File: src/rtl/aes_out_scheduler.sv
// Output scheduler for the AES controller: round-robin merges the cipher and
// pass-through block streams into the output FIFO, one command of N blocks at a time.
module aes_out_scheduler #(
  parameter int FIFO_DATA_WIDTH = 128,
  parameter int BLK_CNT_WIDTH   = 16
) (
  input  logic                       m00_axis_aclk,
  input  logic                       m00_axis_aresetn,
  input  logic                       cmd_valid,
  output logic                       cmd_ready,
  input  logic [BLK_CNT_WIDTH-1:0]   cmd_blk_cnt,
  input  logic                       req0_valid,
  output logic                       req0_ready,
  input  logic [FIFO_DATA_WIDTH-1:0] req0_data,
  input  logic                       req1_valid,
  output logic                       req1_ready,
  input  logic [FIFO_DATA_WIDTH-1:0] req1_data,
  output logic                       out_fifo_write_tvalid,
  output logic [FIFO_DATA_WIDTH-1:0] aes_controller_out_fifo_data,
  input  logic                       out_fifo_write_tready,
  input  logic                       out_fifo_almost_full,
  output logic                       processing_done,
  input  logic                       axis_master_done,
  output logic                       busy,
  output logic                       cmd_err
);

  typedef enum logic [1:0] {IDLE, RUN, DONE} state_t;

  state_t                     state;
  logic [BLK_CNT_WIDTH-1:0]   remaining;
  logic [FIFO_DATA_WIDTH-1:0] out_data;
  logic                       out_valid;
  logic                       last_grant;
  logic                       transfer;
  logic                       can_grant;
  logic                       grant0;
  logic                       grant1;

  assign transfer  = out_valid & out_fifo_write_tready;
  assign can_grant = (state == RUN) && (remaining != '0) && !out_fifo_almost_full &&
                     (!out_valid || out_fifo_write_tready);

  // last_grant=1 means req1 was served last, so req0 wins the next tie
  assign grant0 = can_grant && req0_valid && (!req1_valid || last_grant);
  assign grant1 = can_grant && req1_valid && (!req0_valid || !last_grant);

  assign req0_ready                   = grant0;
  assign req1_ready                   = grant1;
  assign out_fifo_write_tvalid        = out_valid;
  assign aes_controller_out_fifo_data = out_data;
  assign busy                         = (state != IDLE);
  // Gated by reset so no command is offered while the block is held in reset
  assign cmd_ready                    = (state == IDLE) && m00_axis_aresetn;

  always_ff @(posedge m00_axis_aclk or negedge m00_axis_aresetn) begin
    if (!m00_axis_aresetn) begin
      state           <= IDLE;
      remaining       <= '0;
      out_data        <= '0;
      out_valid       <= 1'b0;
      last_grant      <= 1'b1;
      processing_done <= 1'b0;
      cmd_err         <= 1'b0;
    end else begin
      cmd_err <= 1'b0;

      if (grant0 || grant1) begin
        out_valid  <= 1'b1;
        out_data   <= grant0 ? req0_data : req1_data;
        remaining  <= remaining - BLK_CNT_WIDTH'(1);
        last_grant <= grant1;
      end else if (transfer) begin
        out_valid <= 1'b0;
      end

      case (state)
        IDLE: begin
          if (cmd_valid) begin
            if (cmd_blk_cnt == '0) begin
              cmd_err <= 1'b1;
            end else begin
              remaining <= cmd_blk_cnt;
              state     <= RUN;
            end
          end
        end
        RUN: begin
          if ((remaining == '0) && transfer) begin
            state           <= DONE;
            processing_done <= 1'b1;
          end
        end
        DONE: begin
          if (axis_master_done) begin
            state           <= IDLE;
            processing_done <= 1'b0;
          end
        end
        default: state <= IDLE;
      endcase
    end
  end

endmodule

File: config.mk
export PLATFORM = sky130hd
export DESIGN_NAME = aes_out_scheduler
export DESIGN_NICKNAME = d
export VERILOG_FILES = /design/src/rtl/aes_out_scheduler.sv
export SDC_FILE = /design/constraint.sdc
export NUM_CORES = 1
export LEC_CHECK = 0
export ABC_CLOCK_PERIOD_IN_PS = 2200
export BUFFER_PORTS_ARGS = -buffer_cell sky130_fd_sc_hd__buf_2
export CORE_AREA = 2 2 160 162
export DETAILED_ROUTE_END_ITERATION = 10
export DIE_AREA = 0 0 162 164
export GPL_TIMING_DRIVEN = 1
export MAX_ROUTING_LAYER = met4
export PLACE_DENSITY = 0.67
export SETUP_SLACK_MARGIN = 0.4
export SYNTH_ARGS = -nofsm -noshare
export SYNTH_HDL_FRONTEND = slang
export SYNTH_SLANG_ARGS = --single-unit
File: constraint.sdc
create_clock -name m00_axis_aclk -period 2.2 [get_ports m00_axis_aclk]
set_input_delay 0.11 -clock m00_axis_aclk [delete_from_list [all_inputs] [get_ports m00_axis_aclk]]
set_output_delay 0.11 -clock m00_axis_aclk [all_outputs]
set_load 0.02 [all_outputs]
==> results.tsv, run 1 <==
metric	value	unit
dpl hpwl	19.7	mm
post-synthesis sequential area ratio	0.526	
grt ovf	0	
Clock Latency Late Sink	430	ps
Ports	415	
placed cells	1570	
Max-slew headroom	0.442	
CTS tree	built	
number of synthesized flops with an enable pin	0	
ANT nets after route	0	
Worst Skew	20.8	ps
Hold Crit Class	input pin to register	
startpoint types	register	
Avg WL per Cell	20.7	µm
vias in the first global route	9927	
P&R area growth vs syn	109	%
RSZ-0062 raised after global routing	yes	
crit-path max FO	36	
Worst VDD drop	469	µV
Cell Pwr Density	822	nW/µm²
R2R depth	8	
H-tree Lvls	4	
Crit path buffers/inverters	3	
met2 Track Usage GR	0.427	
Hold Path End	aes_controller_out_fifo_data[97]$_DFFE_PN0P_	
WP data required	2530	ps
#FFs+latches synth	150	
Worst R2R Start	remaining[13]$_DFF_PN0_	
asr flop ratio synth	1.00	
Max-cap violations	0	
GRT met3 Usage	0.0593	
slowest CP cell	dfrtp_2	
Worst Tran Pin Value	829	ps
Total Die Area	26600	µm²
first drt pass iteration count	5	
CTS buffer count	17	
P_leak	7.03	nW
CTS Buffer Depth	2	
largest net degree at the start of global routing	76	
Reg clk slew, reported paths	80	ps
Starting Density	0.287	
Rows	58	
final hold vios	0	
Clk Tree Root Cell	clkbuf_16	
M1 GR Usage	0.277	
nets@finish	1859	
Vias	10100	
hold path depth	3	
post-synthesis average cell area	8.39	µm²
initial antenna violation count	1	
dpl ws	-23.3	ps
Cell Chain, Critical Path	nor4_4 > nand3_4 > o211ai_4 > buf_4 > buf_8 > buf_16 > nand2_1 > a21oi_2	
Final Instance Count excl. Fillers	1923	
die width	162	µm
routability congestion estimate from global placement	0.856	
vias per cell	5.24	
fin crit period	2150	ps
Starting DRT DRC Count	976	
synthesized area	7130	µm²
layer with the highest usage	met2	
Fmax	465	MHz
class of the most critical setup path	register to register	
count of unique library cells instantiated by Yosys	44	
CP delay by family, top	simple AND/OR/NAND/NOR gates	
Core ar.	24800	µm²
pins over their slew limit	0	
cell count after synthesis	850	
die height	164	µm
min-delay src	req1_data[97]	
share of layout cells above drive strength 1	0.452	
synth warn	0	
global-route usage over all layers	0.250	
Syn Nets	1132	
CTS Sinks	150	
number of I/O port buffers	414	
fin worst setup slack	47.7	ps
CP arrival	2480	ps
Setup crit end kind	register	
status	completed	
global-route wire length before repair	50.3	mm
DRC	0	
reg2reg setup slack	50	ps
Post-Route WL	39.8	mm
CP max stage delay	440	ps
Most used DFF post-synth	dfrtp_1	
period utilisation layout	0.978	
Final Setup Violations	0	
reg-to-reg critical path endpoint	aes_controller_out_fifo_data[49]$_DFFE_PN0P_	
-- kinds of logic after synthesis --
family / Yosys count / synth area share
xor gates and xnor gates: 10 / 0.0123
buffers and inverters: 70 / 0.0447
muxes: 2 / 0.00298
DFF: 150 / 0.526
and+or+nand+nor: 337 / 0.201
adders and majority gates: 2 / 0.00351
AOI/OAI and AO/OA: 279 / 0.209
-- what timing repair did --
item | 4_1_cts | 5_1_grt
gates resized for setup | 36 | 207
hold endpoints to repair | 295 | 4
hold buffers | 252 | 4
gates cloned | 7 | 27
pin swaps | 5 | 21
endpoints found under the setup margin | 149 | 151
buffers inserted | 11 | 17
-- routing by layer --
| layer | vias to the layer above | routed length (µm) |
|---|---|---|
| met5 | - | 0 |
| met4 | 0 | 1880 |
| met3 | 169 | 3450 |
| met2 | 707 | 19300 |
| met1 | 4839 | 15100 |
| li1 | 4357 | - |
-- through the flow --
step	hold WS, ps	setup TNS [ps]	cell area [µm²]	util	power (mW)
after floorplan	-186	0	7240	-	6.40
after global placement	-11.6	0	9870	0.398	7.95
after detailed placement	-12.1	-23.3	9870	0.398	8.05
after CTS	2.36	0	13400	0.540	11.5
after global routing	-0.979	-474	14900	0.601	12.8
final	3.19	0	14900	0.601	12.3
-- worst max-delay path by stage --
stage | start | to | slack (ps) | cells past startpoint
after floorplan | remaining[13]$_DFF_PN0_ | aes_controller_out_fifo_data[40]$_DFFE_PN0P_ | 330 | 8
after global placement | remaining[13]$_DFF_PN0_ | aes_controller_out_fifo_data[94]$_DFFE_PN0P_ | 70 | 7
after detailed placement | remaining[13]$_DFF_PN0_ | aes_controller_out_fifo_data[94]$_DFFE_PN0P_ | -20 | 7
after CTS | remaining[5]$_DFF_PN0_ | req1_ready | 80 | 6
after global routing | remaining[13]$_DFF_PN0_ | aes_controller_out_fifo_data[107]$_DFFE_PN0P_ | -60 | 8
final | remaining[13]$_DFF_PN0_ | aes_controller_out_fifo_data[49]$_DFFE_PN0P_ | 50 | 8
-- tightest hold or removal path: cells and delay by family --
| family | cells | cell delay, ps |
|---|---|---|
| AO/OA/AOI/OAI | 2 | 180 |
| buffers and inverters | 1 | 90 |
-- placed cells by master (no fill, tap or decap), types with 6 or more instances in the layout --
master           n
a21oi_1        140
a21oi_2         90
a31oi_1         14
buf_12          20
buf_16          11
buf_2          411
buf_4           26
buf_6           13
buf_8           10
clkbuf_16       38
dfrtp_1        146
dlygate4sd3_1  256
nand2_1        149
nand2_2          8
nor2_1         108
nor2_2          15
nor2_4          18
o21ai_0         12
xnor2_1          6
-- sequential cells by signal, summed over array words and instances, names as in the netlist --
signal,count
out_fifo_write_tvalid,1
cmd_err,1
processing_done,1
remaining,16
last_grant,1
aes_controller_out_fifo_data,128
state,2
-- cell usage after synthesis, drive strengths merged (3+ instances only) --
library cell    n  area [µm²]
a31oi          15        93.8
or4             3        22.5
nand3           7        45.0
o211ai          5        56.3
inv             9        33.8
nor3            4        30.0
a21oi         234        1170
nor4           10         120
xnor2           6        52.6
nand2         158         593
o21ai          17        85.1
nand4           4        25.0
buf            43         218
xor2            4        35.0
clkbuf         18        67.6
nor2          141         529
dfrtp         149        3730
-- where the power goes --
group | internal, mW | switching (mW)
Combinational | 2.26 | 2.96
Clock | 1.51 | 1.34
Sequential | 3.58 | 0.618
-- cell type report --
type / instances / area (µm²)
Fill cell: 1903 / 9900
Timing Repair Buffer: 769 / 6370
Multi-Input combinational cell: 630 / 3770
Sequential cell: 150 / 3760
Clock buffer: 18 / 439
Tap cell: 330 / 413
Clock inverter: 14 / 118
Inverter: 9 / 41.3
Antenna cell: 3 / 7.51
No activity file was read; power rests on OpenSTA's default activity.
==> run 2: changes to the inputs <==
Settings changed: CELL_PAD_IN_SITES_DETAIL_PLACEMENT from default to 1, CELL_PAD_IN_SITES_GLOBAL_PLACEMENT from default to 2, CORE_AREA 2 2 160 162 to default, CORE_MARGIN from default to 2, CORE_UTILIZATION from default to 23, DIE_AREA 0 0 162 164 to default, PLACE_DENSITY 0.67 to 0.9.
==> run 2 against run 1 <==
Effect of this change: the run now ends with negative setup slack left; flip-flop and latch count is the same; final area rose by 5.4%; non-clock buffer count rose by 11; combinational power is 14% higher; setup slack got worse by 71 ps; first-iteration DRC count down 40%; largest power group unchanged; highest routed layer unchanged.
==> results.tsv, run 2 (same netlist as run 1, synthesis figures left out) <==
metric	value	unit	change
routability congestion estimate from global placement	0.832		-2.8%
CP delay by family, top	simple AND/OR/NAND/NOR gates		
failing checks	negative setup slack		
Clock Latency Late Sink	450	ps	+20 ps
number of I/O port buffers	414		unchanged
first drt pass iteration count	4		-1
vias in the first global route	11400		+15%
reg-to-reg critical path endpoint	aes_controller_out_fifo_data[56]$_DFFE_PN0P_		
CP arrival	2560	ps	+80 ps
H-tree Lvls	4		unchanged
Final Setup Violations	1		+1
Cell Chain, Critical Path	nor4_4 > nand3_4 > o211ai_4 > buf_4 > buf_6 > buf_12 > nor2_1 > a21oi_2		
M1 GR Usage	0.281		+0.00432
Avg WL per Cell	25.5	µm	+23%
die width	180	µm	+11%
P&R area growth vs syn	120	%	
WP data required	2530	ps	about the same
RSZ-0062 raised after global routing	yes		
fin worst setup slack	-23.5	ps	-71.2 ps
P_leak	7.18	nW	+2.1%
CTS Buffer Depth	2		unchanged
startpoint types	register		
Fmax	450	MHz	-3.2%
Final Hold Slack	11.3	ps	+8.07 ps
min-delay src	cmd_blk_cnt[5]		
class of the most critical setup path	register to register		
Crit path buffers/inverters	3		unchanged
global-route usage over all layers	0.274		+0.0238
die height	180	µm	+9.8%
placed cells	1633		+4.0%
dpl hpwl	22.1	mm	+12%
Max-cap violations	0		unchanged
nets@finish	1870		+0.59%
Worst R2R Start	remaining[13]$_DFF_PN0_		
layer with the highest usage	met2		
Hold Crit Class	input pin to register		
Post-Route Setup TNS	-23.5	ps	-23.5 ps
largest net degree at the start of global routing	79		+3.9%
CP max stage delay	430	ps	about the same
reg2reg setup slack	-20	ps	-70 ps
Rows	64		+10%
Worst VDD drop	483	µV	+2.8%
Setup crit end kind	register		
ANT nets after route	0		unchanged
CTS Sinks	150		unchanged
Final Instance Count excl. Fillers	2009		+4.5%
DRC	0		unchanged
Post-Route WL	51.3	mm	+29%
global-route wire length before repair	66.6	mm	+32%
Max-slew headroom	0.523		+0.0815
Cell Pwr Density	856	nW/µm²	+4.2%
GRT met3 Usage	0.0602		+0.000883
vias per cell	5.16		-1.5%
hold path depth	3		unchanged
slowest CP cell	dfrtp_1		
Starting DRT DRC Count	584		-40%
R2R depth	8		unchanged
CTS buffer count	17		unchanged
share of layout cells above drive strength 1	0.477		+0.0256
Ports	415		unchanged
Reg clk slew, reported paths	70	ps	about the same
Core ar.	30600	µm²	+23%
pins over their slew limit	0		unchanged
initial antenna violation count	10		+9
period utilisation layout	1.01		+0.0323
most frequent cells in the layout	buf_2, dlygate4sd3_1, dfrtp_1		
most common cell after layout, fill and taps aside	buf_2		
final hold vios	0		unchanged
CTS tree	built		
met2 Track Usage GR	0.485		+0.0583
Hold Path End	remaining[5]$_DFF_PN0_		
crit-path max FO	16		-56%
max FFs per register	128		unchanged
Clk Tree Root Cell	clkbuf_16		
Total Die Area	32400	µm²	+22%
Layout fillers	3400		+79%
grt ovf	0		unchanged
Worst Skew	23.7	ps	+2.86 ps
fin crit period	2220	ps	+71.2 ps
Starting Density	0.233		-0.0542
Worst Tran Pin Value	710	ps	-118 ps
status	finished, violations left		
Vias	10400		+2.9%
-- run 2: changes by cell type in the layout (fill, tap and decap cells not counted), sizes merged --
cell | previous run | this run
buf | 491 | 494
clkinvlp | 2 | 4
clkinv | 6 | 2
dlygate4sd3 | 256 | 269
inv | 15 | 11
diode | 3 | 12
clkbuf | 39 | 37
bufinv | 0 | 3
-- run 2: where the power goes --
part           leakage (nW)  switching (mW)  internal [mW]
combinational          5.15            3.43           2.49
clock                 0.286            1.33           1.85
sequential             1.74           0.766           3.58
-- run 2: cell type report --
type / count / area, µm² / area share
Clock inverter: 11 / 148 / 0.00939
Antenna cell: 12 / 30.0 / 0.00191
Multi-Input combinational cell: 630 / 4320 / 0.275
Tap cell: 396 / 495 / 0.0315
Sequential cell: 150 / 3760 / 0.239
Inverter: 9 / 38.8 / 0.00247
Timing Repair Buffer: 780 / 6470 / 0.411
Clock buffer: 21 / 460 / 0.0293
-- run 2: how the worst max path moves through the flow --
stage                                  from                                           end  slack, ps  depth (start not counted)
floorplan           remaining[13]$_DFF_PN0_  aes_controller_out_fifo_data[40]$_DFFE_PN0P_        330                          8
global placement    remaining[13]$_DFF_PN0_  aes_controller_out_fifo_data[75]$_DFFE_PN0P_        150                          8
detailed placement  remaining[13]$_DFF_PN0_  aes_controller_out_fifo_data[47]$_DFFE_PN0P_         50                          7
CTS                  remaining[5]$_DFF_PN0_                                    req0_ready         20                          7
global route         remaining[2]$_DFF_PN0_  aes_controller_out_fifo_data[56]$_DFFE_PN0P_        -80                          8
finish              remaining[13]$_DFF_PN0_  aes_controller_out_fifo_data[56]$_DFFE_PN0P_        -20                          8
-- run 2: per-layer routing --
metal / share of wire / wire length, µm
met2: 0.50 / 25800
met1: 0.35 / 18200
met5: 0 / 0
met4: 0.077 / 3920
met3: 0.066 / 3380
-- run 2: stage by stage --
stage	worst slack [ps]	utilization	power, mW	instance area [µm²]
2_1_floorplan	328	-	6.40	7240
3_3_place_gp	145	0.324	7.92	9910
3_5_place_dp	51.6	0.324	8.08	9910
4_1_cts	21.4	0.459	12.0	14000
5_1_grt	-79.5	0.514	14.0	15700
6_report	-23.5	0.514	13.5	15700
-- run 2: what timing repair did --
item	4_1_cts	5_1_grt
endpoints found under the setup margin	149	150
setup buffers	18	11
hold endpoints to repair	265	0
resized for setup	66	265
hold buffers	269	0
pin swaps	8	100
cloned	15	19
-- run 2: worst reg2reg max path: cells and delay by family, from the launching register on --
family / cells / cell delay, ps
and+or+nand+nor: 3 / 630
buffers and inverters: 3 / 590
DFF: 1 / 430
AOI/OAI and AO/OA: 2 / 470
